`config.mk`:
```
export PLATFORM = sky130hd
export DESIGN_NAME = ultrasonic_echo_responder
export DESIGN_NICKNAME = d
export VERILOG_FILES = /design/src/rtl/ultrasonic_pkg.sv /design/src/rtl/us_tick_prescaler.sv /design/src/rtl/ultrasonic_echo_responder.sv
export SDC_FILE = /design/constraint.sdc
export NUM_CORES = 1
export LEC_CHECK = 0
export CORE_MARGIN = 3
export CORE_UTILIZATION = 55
export CTS_CLUSTER_DIAMETER = 60
export DETAILED_ROUTE_END_ITERATION = 8
export PLACE_DENSITY = 0.8
export RECOVER_POWER = 25
export SKIP_LAST_GASP = 1
export SLEW_MARGIN = 20
export SYNTH_ARGS = -nofsm -noshare
export SYNTH_HDL_FRONTEND = slang
export SYNTH_SLANG_ARGS = --single-unit
```
`constraint.sdc`:
```
create_clock -name PCLK -period 8.65 [get_ports PCLK]
set_clock_uncertainty 0.2 [all_clocks]
set_input_delay 1.73 -clock PCLK [delete_from_list [all_inputs] [get_ports PCLK]]
set_output_delay 1.73 -clock PCLK [all_outputs]
set_load 0.05 [all_outputs]
```
`src/rtl/ultrasonic_pkg.sv`:
```
// Shared definitions for the ultrasonic echo responder: register word indices, FSM state
// encoding, the no-object echo width default and the jitter LFSR constants.
`timescale 1ns/1ps
package ultrasonic_pkg;

  // Register word indices (PADDR[4:2])
  localparam logic [2:0] RegCtrl   = 3'd0;
  localparam logic [2:0] RegDelay  = 3'd1;
  localparam logic [2:0] RegEcho   = 3'd2;
  localparam logic [2:0] RegStatus = 3'd3;

  // STATUS[2:1] exposes the low two bits; HOLDOFF aliases IDLE there but busy tells them apart
  typedef enum logic [2:0] {
    StIdle    = 3'd0,
    StTrig    = 3'd1,
    StArm     = 3'd2,
    StEcho    = 3'd3,
    StHoldoff = 3'd4
  } state_e;

  localparam int unsigned NoObjUsDefault = 38000;

  // Fibonacci LFSR, taps 16,14,13,11 -> bits 15,13,12,10
  localparam logic [15:0] LfsrSeed = 16'hACE1;
  localparam logic [15:0] LfsrTaps = 16'hB400;

  function automatic logic [15:0] lfsr_next(input logic [15:0] s);
    return {s[14:0], ^(s & LfsrTaps)};
  endfunction

endpackage

```
`src/rtl/us_tick_prescaler.sv`:
```
// Microsecond tick generator: counts 0..TICK_DIV-1 and pulses tick on the last count.
// restart forces the count back to 0 so a new timed phase starts on a clean boundary.
`timescale 1ns/1ps
module us_tick_prescaler #(
  parameter int unsigned TICK_DIV = 100
) (
  input  logic clk,
  input  logic rst,
  input  logic restart,
  output logic tick
);

  localparam int unsigned CntW = (TICK_DIV > 1) ? $clog2(TICK_DIV) : 1;
  localparam logic [CntW-1:0] CntMax = CntW'(TICK_DIV - 1);

  logic [CntW-1:0] cnt_q;

  assign tick = (cnt_q == CntMax);

  // Free-running divider, cleared on reset, restart or wrap
  always_ff @(posedge clk) begin
    if (rst || restart || tick) begin
      cnt_q <= '0;
    end else begin
      cnt_q <= cnt_q + 1'b1;
    end
  end

endmodule

```
`src/rtl/ultrasonic_echo_responder.sv`:
```
// APB3 slave emulating the responder side of an HC-SR04-style trigger/echo ranger.
// Optional build macro ECHO_JITTER_EN adds 0..7 us of LFSR jitter to each echo width.
`timescale 1ns/1ps
module ultrasonic_echo_responder
  import ultrasonic_pkg::*;
#(
  parameter int unsigned TICK_DIV    = 100,
  parameter int unsigned MIN_TRIG_US = 10,
  parameter int unsigned HOLDOFF_US  = 100,
  parameter int unsigned NO_OBJ_US   = NoObjUsDefault
) (
  input  logic        PCLK,
  input  logic        PRESERN,
  input  logic        PSEL,
  input  logic        PENABLE,
  input  logic        PWRITE,
  input  logic [31:0] PADDR,
  input  logic [31:0] PWDATA,
  output logic [31:0] PRDATA,
  output logic        PREADY,
  output logic        PSLVERR,
  input  logic        trigger,
  output logic        echo
);

  localparam logic [15:0] HoldoffCnt = 16'(HOLDOFF_US);
  localparam logic [16:0] MinTrigCnt = 17'(MIN_TRIG_US);
  localparam logic [15:0] NoObjCnt   = 16'(NO_OBJ_US);

  logic        trig_s1_q, trig_s2_q, trig_prev_q;
  logic        trig_rise, trig_fall;
  logic        en_q, no_obj_q;
  logic [15:0] delay_q, echo_us_q, trig_count_q;
  logic [31:0] prdata_q, rdata;
  logic        echo_q;
  state_e      state_q, state_d;
  logic [15:0] us_cnt_q, us_cnt_d, us_cnt_inc;
  logic [15:0] delay_lat_q, delay_lat_d, width_lat_q, width_lat_d;
  logic [15:0] width_base, width_sel;
  logic [16:0] trig_us;
  logic [2:0]  jitter_status;
  logic        accept, tick, restart;
  logic        apb_wr, apb_setup;
  logic [2:0]  reg_idx;
  logic        unused_ok;

  assign apb_wr    = PSEL & PENABLE & PWRITE;
  assign apb_setup = PSEL & ~PENABLE;
  assign reg_idx   = PADDR[4:2];
  assign unused_ok = ^{PADDR[31:5], PADDR[1:0], PWDATA[31:16]};

  assign PRDATA  = prdata_q;
  assign PREADY  = 1'b1;
  assign PSLVERR = 1'b0;
  assign echo    = echo_q;

  assign trig_rise = trig_s2_q & ~trig_prev_q;
  assign trig_fall = ~trig_s2_q & trig_prev_q;

  assign width_base = no_obj_q ? NoObjCnt : echo_us_q;
  assign us_cnt_inc = (us_cnt_q == 16'hFFFF) ? us_cnt_q : us_cnt_q + 16'd1;
  // Include the tick landing on the fall cycle so a pulse of exactly N us measures N
  assign trig_us    = {1'b0, us_cnt_q} + {16'b0, tick};
  // Any state change realigns the prescaler so each phase is a whole number of ticks
  assign restart    = (state_d != state_q);

  us_tick_prescaler #(
    .TICK_DIV (TICK_DIV)
  ) u_prescaler (
    .clk     (PCLK),
    .rst     (PRESERN),
    .restart (restart),
    .tick    (tick)
  );

`ifdef ECHO_JITTER_EN
  logic [15:0] lfsr_q;
  logic [2:0]  jitter_q;
  logic [16:0] width_sum;

  assign width_sum     = {1'b0, width_base} + {14'b0, lfsr_q[2:0]};
  assign width_sel     = width_sum[16] ? 16'hFFFF : width_sum[15:0];
  assign jitter_status = jitter_q;

  // LFSR steps once per accepted trigger; the jitter used is kept for STATUS
  always_ff @(posedge PCLK) begin
    if (PRESERN) begin
      lfsr_q   <= LfsrSeed;
      jitter_q <= 3'd0;
    end else if (accept) begin
      lfsr_q   <= lfsr_next(lfsr_q);
      jitter_q <= lfsr_q[2:0];
    end
  end
`else
  assign width_sel     = width_base;
  assign jitter_status = 3'd0;
`endif

  // Two-flop synchronizer plus a delayed copy for edge detection
  always_ff @(posedge PCLK) begin
    if (PRESERN) begin
      trig_s1_q   <= 1'b0;
      trig_s2_q   <= 1'b0;
      trig_prev_q <= 1'b0;
    end else begin
      trig_s1_q   <= trigger;
      trig_s2_q   <= trig_s1_q;
      trig_prev_q <= trig_s2_q;
    end
  end

  // FSM next-state and microsecond counter
  always_comb begin
    state_d     = state_q;
    us_cnt_d    = us_cnt_q;
    delay_lat_d = delay_lat_q;
    width_lat_d = width_lat_q;
    accept      = 1'b0;
    unique case (state_q)
      StIdle: begin
        if (trig_rise && en_q) begin
          state_d  = StTrig;
          us_cnt_d = '0;
        end
      end
      StTrig: begin
        if (trig_fall) begin
          us_cnt_d = '0;
          if (trig_us >= MinTrigCnt) begin
            accept      = 1'b1;
            delay_lat_d = delay_q;
            width_lat_d = width_sel;
            state_d     = StArm;
          end else begin
            state_d = StIdle;
          end
        end else if (tick) begin
          us_cnt_d = us_cnt_inc;
        end
      end
      StArm: begin
        if (delay_lat_q == '0 || (tick && us_cnt_inc == delay_lat_q)) begin
          us_cnt_d = '0;
          state_d  = (width_lat_q == '0) ? StHoldoff : StEcho;
        end else if (tick) begin
          us_cnt_d = us_cnt_inc;
        end
      end
      StEcho: begin
        if (tick && us_cnt_inc == width_lat_q) begin
          us_cnt_d = '0;
          state_d  = StHoldoff;
        end else if (tick) begin
          us_cnt_d = us_cnt_inc;
        end
      end
      StHoldoff: begin
        if (tick && us_cnt_inc == HoldoffCnt) begin
          us_cnt_d = '0;
          state_d  = StIdle;
        end else if (tick) begin
          us_cnt_d = us_cnt_inc;
        end
      end
      default: state_d = StIdle;
    endcase
    // Disabling aborts whatever is in flight
    if (!en_q) begin
      state_d = StIdle;
      accept  = 1'b0;
    end
  end

  // FSM state, latched pulse parameters, registered echo and trigger counter
  always_ff @(posedge PCLK) begin
    if (PRESERN) begin
      state_q      <= StIdle;
      us_cnt_q     <= '0;
      delay_lat_q  <= '0;
      width_lat_q  <= '0;
      echo_q       <= 1'b0;
      trig_count_q <= '0;
    end else begin
      state_q     <= state_d;
      us_cnt_q    <= us_cnt_d;
      delay_lat_q <= delay_lat_d;
      width_lat_q <= width_lat_d;
      echo_q      <= (state_d == StEcho);
      if (apb_wr && reg_idx == RegStatus) begin
        trig_count_q <= '0;
      end else if (accept && trig_count_q != 16'hFFFF) begin
        trig_count_q <= trig_count_q + 16'd1;
      end
    end
  end

  // APB register writes
  always_ff @(posedge PCLK) begin
    if (PRESERN) begin
      en_q      <= 1'b0;
      no_obj_q  <= 1'b0;
      delay_q   <= '0;
      echo_us_q <= '0;
    end else if (apb_wr) begin
      case (reg_idx)
        RegCtrl: begin
          en_q     <= PWDATA[0];
          no_obj_q <= PWDATA[1];
        end
        RegDelay: delay_q   <= PWDATA[15:0];
        RegEcho:  echo_us_q <= PWDATA[15:0];
        default: ;
      endcase
    end
  end

  // Read mux
  always_comb begin
    rdata = '0;
    case (reg_idx)
      RegCtrl:   rdata = {30'b0, no_obj_q, en_q};
      RegDelay:  rdata = {16'b0, delay_q};
      RegEcho:   rdata = {16'b0, echo_us_q};
      RegStatus: rdata = {jitter_status, 5'b0, trig_count_q, 5'b0, state_q[1:0],
                          (state_q != StIdle)};
      default:   rdata = '0;
    endcase
  end

  // Read data captured in the setup phase, presented in the access phase
  always_ff @(posedge PCLK) begin
    if (PRESERN) begin
      prdata_q <= '0;
    end else if (apb_setup) begin
      prdata_q <= rdata;
    end
  end

endmodule

```
* Word level (Yosys, flattened, before mapping)
Index checks and enable logic that the tools add are counted.
** Word-level totals
- Bits in registers :: 144
- Latch bits :: 0
- Memory bits (writable) :: 0
- Bits in read-only memories :: 0
- Memories :: 0
** Operators by class
- Add/subtract/negate cells :: 4
- Multiply operators :: 0
- Div/mod/pow operators :: 0
- $lt $le $gt $ge :: 1
- Eq/ne operators :: 16
- Shift operators :: 0
- Mux-type cells :: 23
- Bitwise gates (word level) :: 8
- Reduce and logical (&&, ||, !) cells :: 21
** Operators with widths (count)
- 16-bit two-way mux :: 8
- 24-bit case mux with 4 select lines :: 1
- 16-bit case mux with 5 select lines :: 1
- 16-bit by 1-bit adder with 16-bit output, second input constant :: 2
- 16-bit equality test :: 2
- 16-bit logical NOT :: 2
- 3-bit two-way mux :: 7
- 16-bit by 1-bit adder with 17-bit output :: 1
- 17-bit by 4-bit >= comparator with 1-bit output, second input constant :: 1
- 16-bit equality test, second input constant :: 1
- 16-bit by 7-bit equality test with 1-bit output, second input constant :: 1
- 16-bit != test, second input constant :: 1
- 3-bit by 2-bit equality test with 1-bit output, second input constant :: 5
- 3-bit case mux with 5 select lines :: 1
- 2-bit AND reduction :: 4
- 7-bit by 1-bit adder with 7-bit output, second input constant :: 1
- 7-bit equality test, second input constant :: 1
- 3-bit by 1-bit equality test with 1-bit output, second input constant :: 2
- 1-bit logical AND :: 6
- 3-bit logical NOT :: 2
- 1-bit AND :: 5
- 5-bit nonzero test :: 1
- 1-bit two-way mux :: 4
- 3-bit equality test, second input constant :: 1
- 8 further kinds :: 12

* Depth between registers and ports, before layout
Gate-level depths: netlist (run 1).
- Depth after elaboration :: 11
- Gate-level depth with buffers :: 17
- Gate-level depth less buffers :: 16

* Cells and area by module
Synthesis (run 1) repeated with hierarchy kept, for this count alone.
** Second synthesis, totals
- Cells, all modules :: 966
- Area, all modules :: 7656.1 um^2
** By module, submodules not included
- ultrasonic_echo_responder :: instances 1, cells each 932, area each 7348.3 um^2
- us_tick_prescaler :: instances 1, cells each 34, area each 307.8 um^2

* Worst setup path before layout (run 1)
Ideal clock, no wire load.
- Kind :: register -> register
- Start point :: register u_prescaler.cnt_q[0]
- End point :: register trig_count_q[15]
- Library setup time :: 0.128 ns
- Arrival time :: 3.641 ns
- Required time :: 8.322 ns
- Path slack :: 4.682 ns
- Stages on the path, launching flop included :: 18
- Path buffers :: 1
- Cells stage by stage :: dfxtp_1 -> ha_1 -> nand4b_1 -> or3_1 -> clkinv_1 -> ha_1 -> ha_1 -> and3_1 -> nor4_1 -> a31oi_1 -> or4_1 -> o31ai_1 -> a311oi_1 -> and4_1 -> clkbuf_1 -> nand4_1 -> xor2_1 -> nor2_1
** Between the ends
- Word-level cells in the longest chain between the ends :: 8
** RTL lines
- start: declaration :: RTL line us_tick_prescaler.sv:16 : logic [CntW-1:0] cnt_q;
- start signal: assignment :: RTL line us_tick_prescaler.sv:25 : cnt_q <= cnt_q + 1'b1;
- 7-bit equality test :: RTL line us_tick_prescaler.sv:18 : assign tick = (cnt_q == CntMax);
- 16-bit by 1-bit adder with 17-bit output :: RTL line ultrasonic_echo_responder.sv:63 : assign trig_us = {1'b0, us_cnt_q} + {16'b0, tick};
- 17-bit by 4-bit >= comparator with 1-bit output :: RTL line ultrasonic_echo_responder.sv:130 : if (trig_us >= MinTrigCnt) begin
- 1-bit two-way mux :: RTL line ultrasonic_echo_responder.sv:130
- 1-bit two-way mux :: RTL line ultrasonic_echo_responder.sv:128 : if (trig_fall) begin
- 1-bit two-way mux :: RTL line ultrasonic_echo_responder.sv:120 : unique case (state_q)
- 1-bit two-way mux :: RTL line ultrasonic_echo_responder.sv:169 : if (!en_q) begin
- 1-bit logical AND :: RTL line ultrasonic_echo_responder.sv:192 : end else if (accept && trig_count_q != 16'hFFFF) begin
- end signal: assignment :: RTL line ultrasonic_echo_responder.sv:193 : trig_count_q <= trig_count_q + 16'd1;
- end: declaration :: RTL line ultrasonic_echo_responder.sv:33 : logic [15:0] delay_q, echo_us_q, trig_count_q;
No other way between the ends.
A chain may end at the register's enable or synchronous reset.

* Worst setup path in the final report (run 1)
- Start point :: input PRESERN
- End point :: register delay_lat_q[14]
** RTL lines
- start: declaration :: RTL line ultrasonic_echo_responder.sv:13 : input logic PRESERN,
- end signal: assignment :: RTL line ultrasonic_echo_responder.sv:187 : delay_lat_q <= delay_lat_d;
- end: declaration :: RTL line ultrasonic_echo_responder.sv:38 : logic [15:0] delay_lat_q, delay_lat_d, width_lat_q, width_lat_d;
No word-level cell between the ends.

==> results.json, run 1 <==
{
  "status": "complete, but fails checks",
  "violations": "capacitance limit, slew limit",
  "firstDrtPassIters": 6,
  "root_buffer": "clkbuf_16",
  "crit_fanout": 87,
  "synth_top_cell_area_share": 0.359,
  "finalCritPeriodShare": 0.675,
  "p_leak_nw": 3.17,
  "routed_wl_um": 21500,
  "drv_cap": 1,
  "synth_area_leaders": "dfxtp_1, nor2_1, nand2_1, a21oi_1, xnor2_1",
  "crit_end": "delay_lat_q[14]$_SDFFE_PP0P_",
  "crit_cells": 3,
  "clkSlewWorstSetupHoldPaths_ps": 60,
  "fin_crit_ps": 5840,
  "pin_count": 105,
  "crit_required_ps": 8560,
  "antenna_found_initial": 0,
  "crit_path_end_kind": "register",
  "drive_gt1_frac": 0.0655,
  "path_cells": "clkbuf_1 > clkbuf_1 > nor2_1",
  "via_per_inst": 6.22,
  "async_flop_share": 0,
  "netlist_area_um2": 7580,
  "synth_flop_cell": "dfxtp_1",
  "crit_path_start_kind": "primary input",
  "place_congestion": 1.02,
  "first_iter_violations": 931,
  "synth_xor_area_frac": 0.0662,
  "cts_setup_buffers": 0,
  "reg2reg_slack_ps": 2880,
  "setup_viol": 0,
  "clockBufferDepth": 2,
  "synth_simple_gate_area_frac": 0.273,
  "powerDensity_nw_per_um2": 168,
  "routedWlPerCell_um": 18.7,
  "fmax_mhz": 171,
  "synth_seq_area_share": 0.359,
  "cts_buffers": 17,
  "die_y_um": 123,
  "cts_resized": 0,
  "synth_top_area_cell": "dfxtp_1",
  "yosysWarnings": 0,
  "ys_types": 72,
  "gr-total-overflow": 0,
  "startpoint": "PRESERN",
  "ys_ff_latch": 136,
  "synth_compound_area_frac": 0.183,
  "synth_area_per_cell_um2": 7.87,
  "rsz0062_at_grt": "false",
  "grt_first_pass_wirelength_um": 34200,
  "rr_endpoint": "trig_count_q[15]$_SDFFE_PP0P_",
  "crit_path_max_incr_delay_ps": 2800,
  "cts_tree": "yes",
  "grt_max_degree": 88,
  "areaGrowthSynthToFinish_pct": 13.8,
  "setup_tns_ps": 0,
  "r2r_cells": 17,
  "slowest_stage": "clkbuf_1",
  "num-nets-final": 1039,
  "max_slew_margin": -1.59,
  "htree_levels": 4,
  "core_region_area_um2": 13300,
  "grt_pass1_vias": 6503,
  "diodes": 0,
  "met1_usage": 0.403,
  "worst_path_dominant_cell_family": "buffers and inverters",
  "slew_violations": 88,
  "synth_edf_count": 0,
  "drc_errors": 0,
  "worstMarginPinSlew_ps": 3880,
  "crit_path_frequent_cell": "clkbuf_1",
  "syn_inst": 963,
  "cts_sinks": 136,
  "synth_top_family_by_area": "simple AND/OR/NAND/NOR gates",
  "hp-class": "reg2reg",
  "path_class": "in2reg",
  "clock_latency_ps": 430,
  "io_buffers": 49,
  "synth_fa_ha_area_frac": 0.00825,
  "ant_nets": 0,
  "whs_ps": 246,
  "peakVddDrop_v": 0.000137,
  "via_count": 7173,
  "utilization": 0.646,
  "cp_data_arrival_time_ps": 5750,
  "cp.buffers_inverters": 2,
  "cts_hold_buf": 0,
  "use_met2": 0.442,
  "row_count": 42,
  "yosysMostFrequentCell": "dfxtp_1",
  "hpwl_um": 14900,
  "grt_busiest_layer": "met2",
  "final_hold_viol_count": 0,
  "synth_commonest_cells": "dfxtp_1, nor2_1, nand2_1",
  "die_x_um": 123,
  "die-area_um2": 15200,
  "grtUsageTotal": 0.289,
  "initial_core_util": 0.568,
  "r2r_start": "u_prescaler.cnt_q[0]$_SDFF_PP0_",
  "synth_mux_area_frac": 0.0497,
  "use_met3": 0.0650
}
-- layer usage --
| layer | up-vias | wire (um) |
|---|---|---|
| met3 | 50 | 1880 |
| met2 | 339 | 9690 |
| met5 | - | 0 |
| met4 | 0 | 550 |
| met1 | 3381 | 9430 |
| li1 | 3403 | - |
-- flip-flops by register name, indices dropped and copies added (netlist names) --
signal,count
us_cnt_q,16
trig_s2_q,1
en_q,1
echo_us_q,16
width_lat_q,16
trig_s1_q,1
trig_count_q,16
u_prescaler.cnt_q,7
echo,1
delay_lat_q,16
PRDATA,24
delay_q,16
no_obj_q,1
state_q,3
trig_prev_q,1
-- metrics by stage --
step,power [mW],cell area (um^2),worst slack (ps),cells
5_1_grt,1.49,8630,2500,1153
3_5_place_dp,0.696,8010,2770,1121
4_1_cts,1.45,8630,2630,1153
6_report,1.45,8630,2810,1153
3_3_place_gp,0.696,8010,2840,1121
2_1_floorplan,0.680,7610,4680,971
-- worst register-to-register path, cell delays in order, from the launching register on --
cell and delay [ps]:
dfxtp_1 320, ha_1 230, nand4b_1 100, or3_1 690, clkinv_1 580, ha_1 410
ha_1 250, and3_1 210, nor4_1 160, a31oi_1 80, or4_1 590, o31ai_4 180
buf_4 540, a311oi_2 280, and4_1 430, nand4_1 160, xor2_1 190, nor2_1 60
-- layout by cell type (no fill, tap or decap), types with 4 or more instances in the layout --
cell type        instances
a22o_1                  14
nand2_1                122
mux2_2                   9
o21ai_0                 19
o21a_1                   6
nor2b_1                  9
o211ai_1                 5
dlygate4sd3_1           27
ha_1                     5
xor2_1                  25
and3_1                  11
a22oi_1                 26
nand4_1                 15
clkbuf_1                 4
nand4b_1                 4
nor3b_1                 15
a21oi_1                 76
xnor2_1                 27
nand3_1                 33
nand2b_1                 5
nor4_1                  20
clkdlybuf4s50_1         21
inv_6                    5
a211oi_1                 4
inv_1                   17
a31oi_1                 17
clkbuf_16               17
and2_1                   6
nor3_1                  26
buf_4                    7
conb_1                  10
mux2i_1                 23
dfxtp_1                136
or3_1                   12
nor2_1                 127
-- final cells by class --
| type | instances | area, um^2 |
|---|---|---|
| Timing Repair Buffer | 57 | 541 |
| Inverter | 18 | 67.6 |
| Fill cell | 1139 | 4720 |
| Sequential cell | 136 | 2720 |
| Clock buffer | 19 | 433 |
| Multi-Input combinational cell | 734 | 4460 |
| Tap cell | 176 | 220 |
| Clock inverter | 13 | 183 |
-- power breakdown --
| part | switching (mW) | internal (mW) |
|---|---|---|
| clock | 0.301 | 0.463 |
| sequential | 0.00222 | 0.629 |
| combinational | 0.0349 | 0.0159 |
| total | 0.338 | 1.11 |
-- cell families after synthesis --
kind of cell             after synthesis
buffers and inverters                101
other                                  2
flip-flops                           136
AND/OR/NAND/NOR                      423
AO/OA/AOI/OAI                        208
XOR/XNOR                              54
multiplexers                          34
adder cells (fa/ha/maj)                5
-- worst min-delay path by stage --
stage	cells past startpoint	to	slack (ps)	startpoint
after floorplan	1	u_prescaler.cnt_q[0]$_SDFF_PP0_	210	u_prescaler.cnt_q[0]$_SDFF_PP0_
after global placement	1	u_prescaler.cnt_q[0]$_SDFF_PP0_	230	u_prescaler.cnt_q[0]$_SDFF_PP0_
after detailed placement	1	u_prescaler.cnt_q[0]$_SDFF_PP0_	240	u_prescaler.cnt_q[0]$_SDFF_PP0_
after CTS	1	u_prescaler.cnt_q[0]$_SDFF_PP0_	250	u_prescaler.cnt_q[0]$_SDFF_PP0_
after global routing	1	u_prescaler.cnt_q[0]$_SDFF_PP0_	270	u_prescaler.cnt_q[0]$_SDFF_PP0_
final	1	u_prescaler.cnt_q[0]$_SDFF_PP0_	250	u_prescaler.cnt_q[0]$_SDFF_PP0_
No activity file was read; power rests on OpenSTA's default activity.
==> inputs of run 2 (changes only) <==
clock period = 5.6 ns   (was 8.65 ns; I/O delays follow)
==> results.json, run 2 (synthesis gave the netlist of run 1 again) <==
{
  "status": "complete, but fails checks",
  "violations": "capacitance limit, slew limit",
  "die_x_um": 123,
  "gr-total-overflow": 0,
  "first_iter_violations": 727,
  "rsz0062_at_grt": "false",
  "cts_resized": 0,
  "core_region_area_um2": 13300,
  "firstDrtPassIters": 5,
  "multi_input_area_um2": 4450,
  "routed_wl_um": 21900,
  "reg2reg_slack_ps": 1160,
  "setup_tns_ps": 0,
  "cts_sinks": 136,
  "hpwl_um": 15400,
  "clock_latency_ps": 420,
  "setup_viol": 0,
  "final_common_cell": "dfxtp_1",
  "root_buffer": "clkbuf_16",
  "placed_area_um2": 8090,
  "cts_tree": "yes",
  "final_hold_viol_count": 0,
  "initial_core_util": 0.568,
  "grt_max_degree": 64,
  "place_congestion": 0.964,
  "rr_endpoint": "u_prescaler.cnt_q[4]$_SDFF_PP0_",
  "layout_common_cells": "dfxtp_1, nor2_1, nand2_1, a21oi_1, nand3_1",
  "drive_gt1_frac": 0.0721,
  "die-area_um2": 15200,
  "via_count": 7210,
  "r2r_start": "us_cnt_q[3]$_SDFFE_PP0P_",
  "slew_violations": 64,
  "max_slew_margin": -0.902,
  "path_class": "reg2reg",
  "startpoint": "us_cnt_q[3]$_SDFFE_PP0P_",
  "grt_first_pass_wirelength_um": 34900,
  "cts_setup_buffers": 0,
  "crit_path_start_kind": "register",
  "fin_crit_ps": 4440,
  "drv_cap": 1,
  "diodes": 0,
  "p_leak_nw": 3.18,
  "row_count": 42,
  "htree_levels": 4,
  "crit_fanout": 18,
  "powerDensity_nw_per_um2": 246,
  "die_y_um": 123,
  "crit_path_end_kind": "register",
  "fmax_mhz": 225,
  "cp_data_arrival_time_ps": 4520,
  "grt_pass1_vias": 6551,
  "clockBufferDepth": 2,
  "drc_errors": 0,
  "ant_nets": 0,
  "antenna_found_initial": 0,
  "worstMarginPinSlew_ps": 2850,
  "hp-class": "reg2reg",
  "peakVddDrop_v": 0.000280,
  "finalCritPeriodShare": 0.793,
  "cts_buffers": 17,
  "r2r_cells": 10,
  "pin_count": 105,
  "num-nets-final": 1050,
  "via_per_inst": 6.21,
  "grtUsageTotal": 0.296,
  "crit_end": "u_prescaler.cnt_q[4]$_SDFF_PP0_",
  "areaGrowthSynthToFinish_pct": 14.0,
  "finalInstanceArea_um2": 8640,
  "cts_hold_buf": 0,
  "regArea_um2": 2720,
  "clkSlewWorstSetupHoldPaths_ps": 60,
  "largest_register_ffs": 24,
  "fillers": 1177,
  "routedWlPerCell_um": 18.8,
  "io_buffers": 49,
  "crit_required_ps": 5680
}
[run 2: final cells by class]
| cell class | count | area share |
|---|---|---|
| sequential | 136 | 0.315 |
| clock buffer | 19 | 0.0501 |
| inverter | 18 | 0.00782 |
| timing repair buffer | 68 | 0.0718 |
| clock inverter | 10 | 0.0143 |
| tap | 176 | 0.0255 |
| multi-input combinational | 734 | 0.515 |
[run 2: how the worst min path moves through the flow]
stage	start	endpoint	depth (start not counted)
floorplan	u_prescaler.cnt_q[0]$_SDFF_PP0_	u_prescaler.cnt_q[0]$_SDFF_PP0_	1
finish	u_prescaler.cnt_q[0]$_SDFF_PP0_	u_prescaler.cnt_q[0]$_SDFF_PP0_	1
detailed placement	u_prescaler.cnt_q[0]$_SDFF_PP0_	u_prescaler.cnt_q[0]$_SDFF_PP0_	1
CTS	u_prescaler.cnt_q[0]$_SDFF_PP0_	u_prescaler.cnt_q[0]$_SDFF_PP0_	1
global route	u_prescaler.cnt_q[0]$_SDFF_PP0_	u_prescaler.cnt_q[0]$_SDFF_PP0_	1
global placement	trig_s1_q$_SDFF_PP0_	trig_s2_q$_SDFF_PP0_	1
[run 2: metal layers]
metal  GRT usage  part of all wire
met4       0.100             0.026
met3      0.0897             0.086
met2       0.449              0.45
met5           0                 0
met1       0.401              0.44
[run 2: worst max-delay path: stages (launching register included)]
cell	delay, ps
dfxtp_1	760
nand3_2	380
nor4_4	690
nor2_1	200
xnor2_1	200
a311o_1	360
or4b_4	550
o41ai_4	260
nor2_1	100
o32ai_2	490
nor2_1	100
[run 2: where the power goes]
group / internal, mW / switching, mW
registers: 0.972 / 0.00334
logic: 0.0245 / 0.0538
clock network: 0.650 / 0.424
[run 2: per-stage QoR]
step           setup slack (ps)   util  hold slack [ps]  power (mW)  instances
2_1_floorplan              1630      -              213        1.05        971
5_1_grt                     813  0.647              249        2.19       1161
6_report                   1160  0.647              240        2.13       1161
3_3_place_gp               1230  0.606              224        1.07       1132
4_1_cts                    1220  0.648              245        2.14       1161
3_5_place_dp               1250  0.606              235        1.08       1132
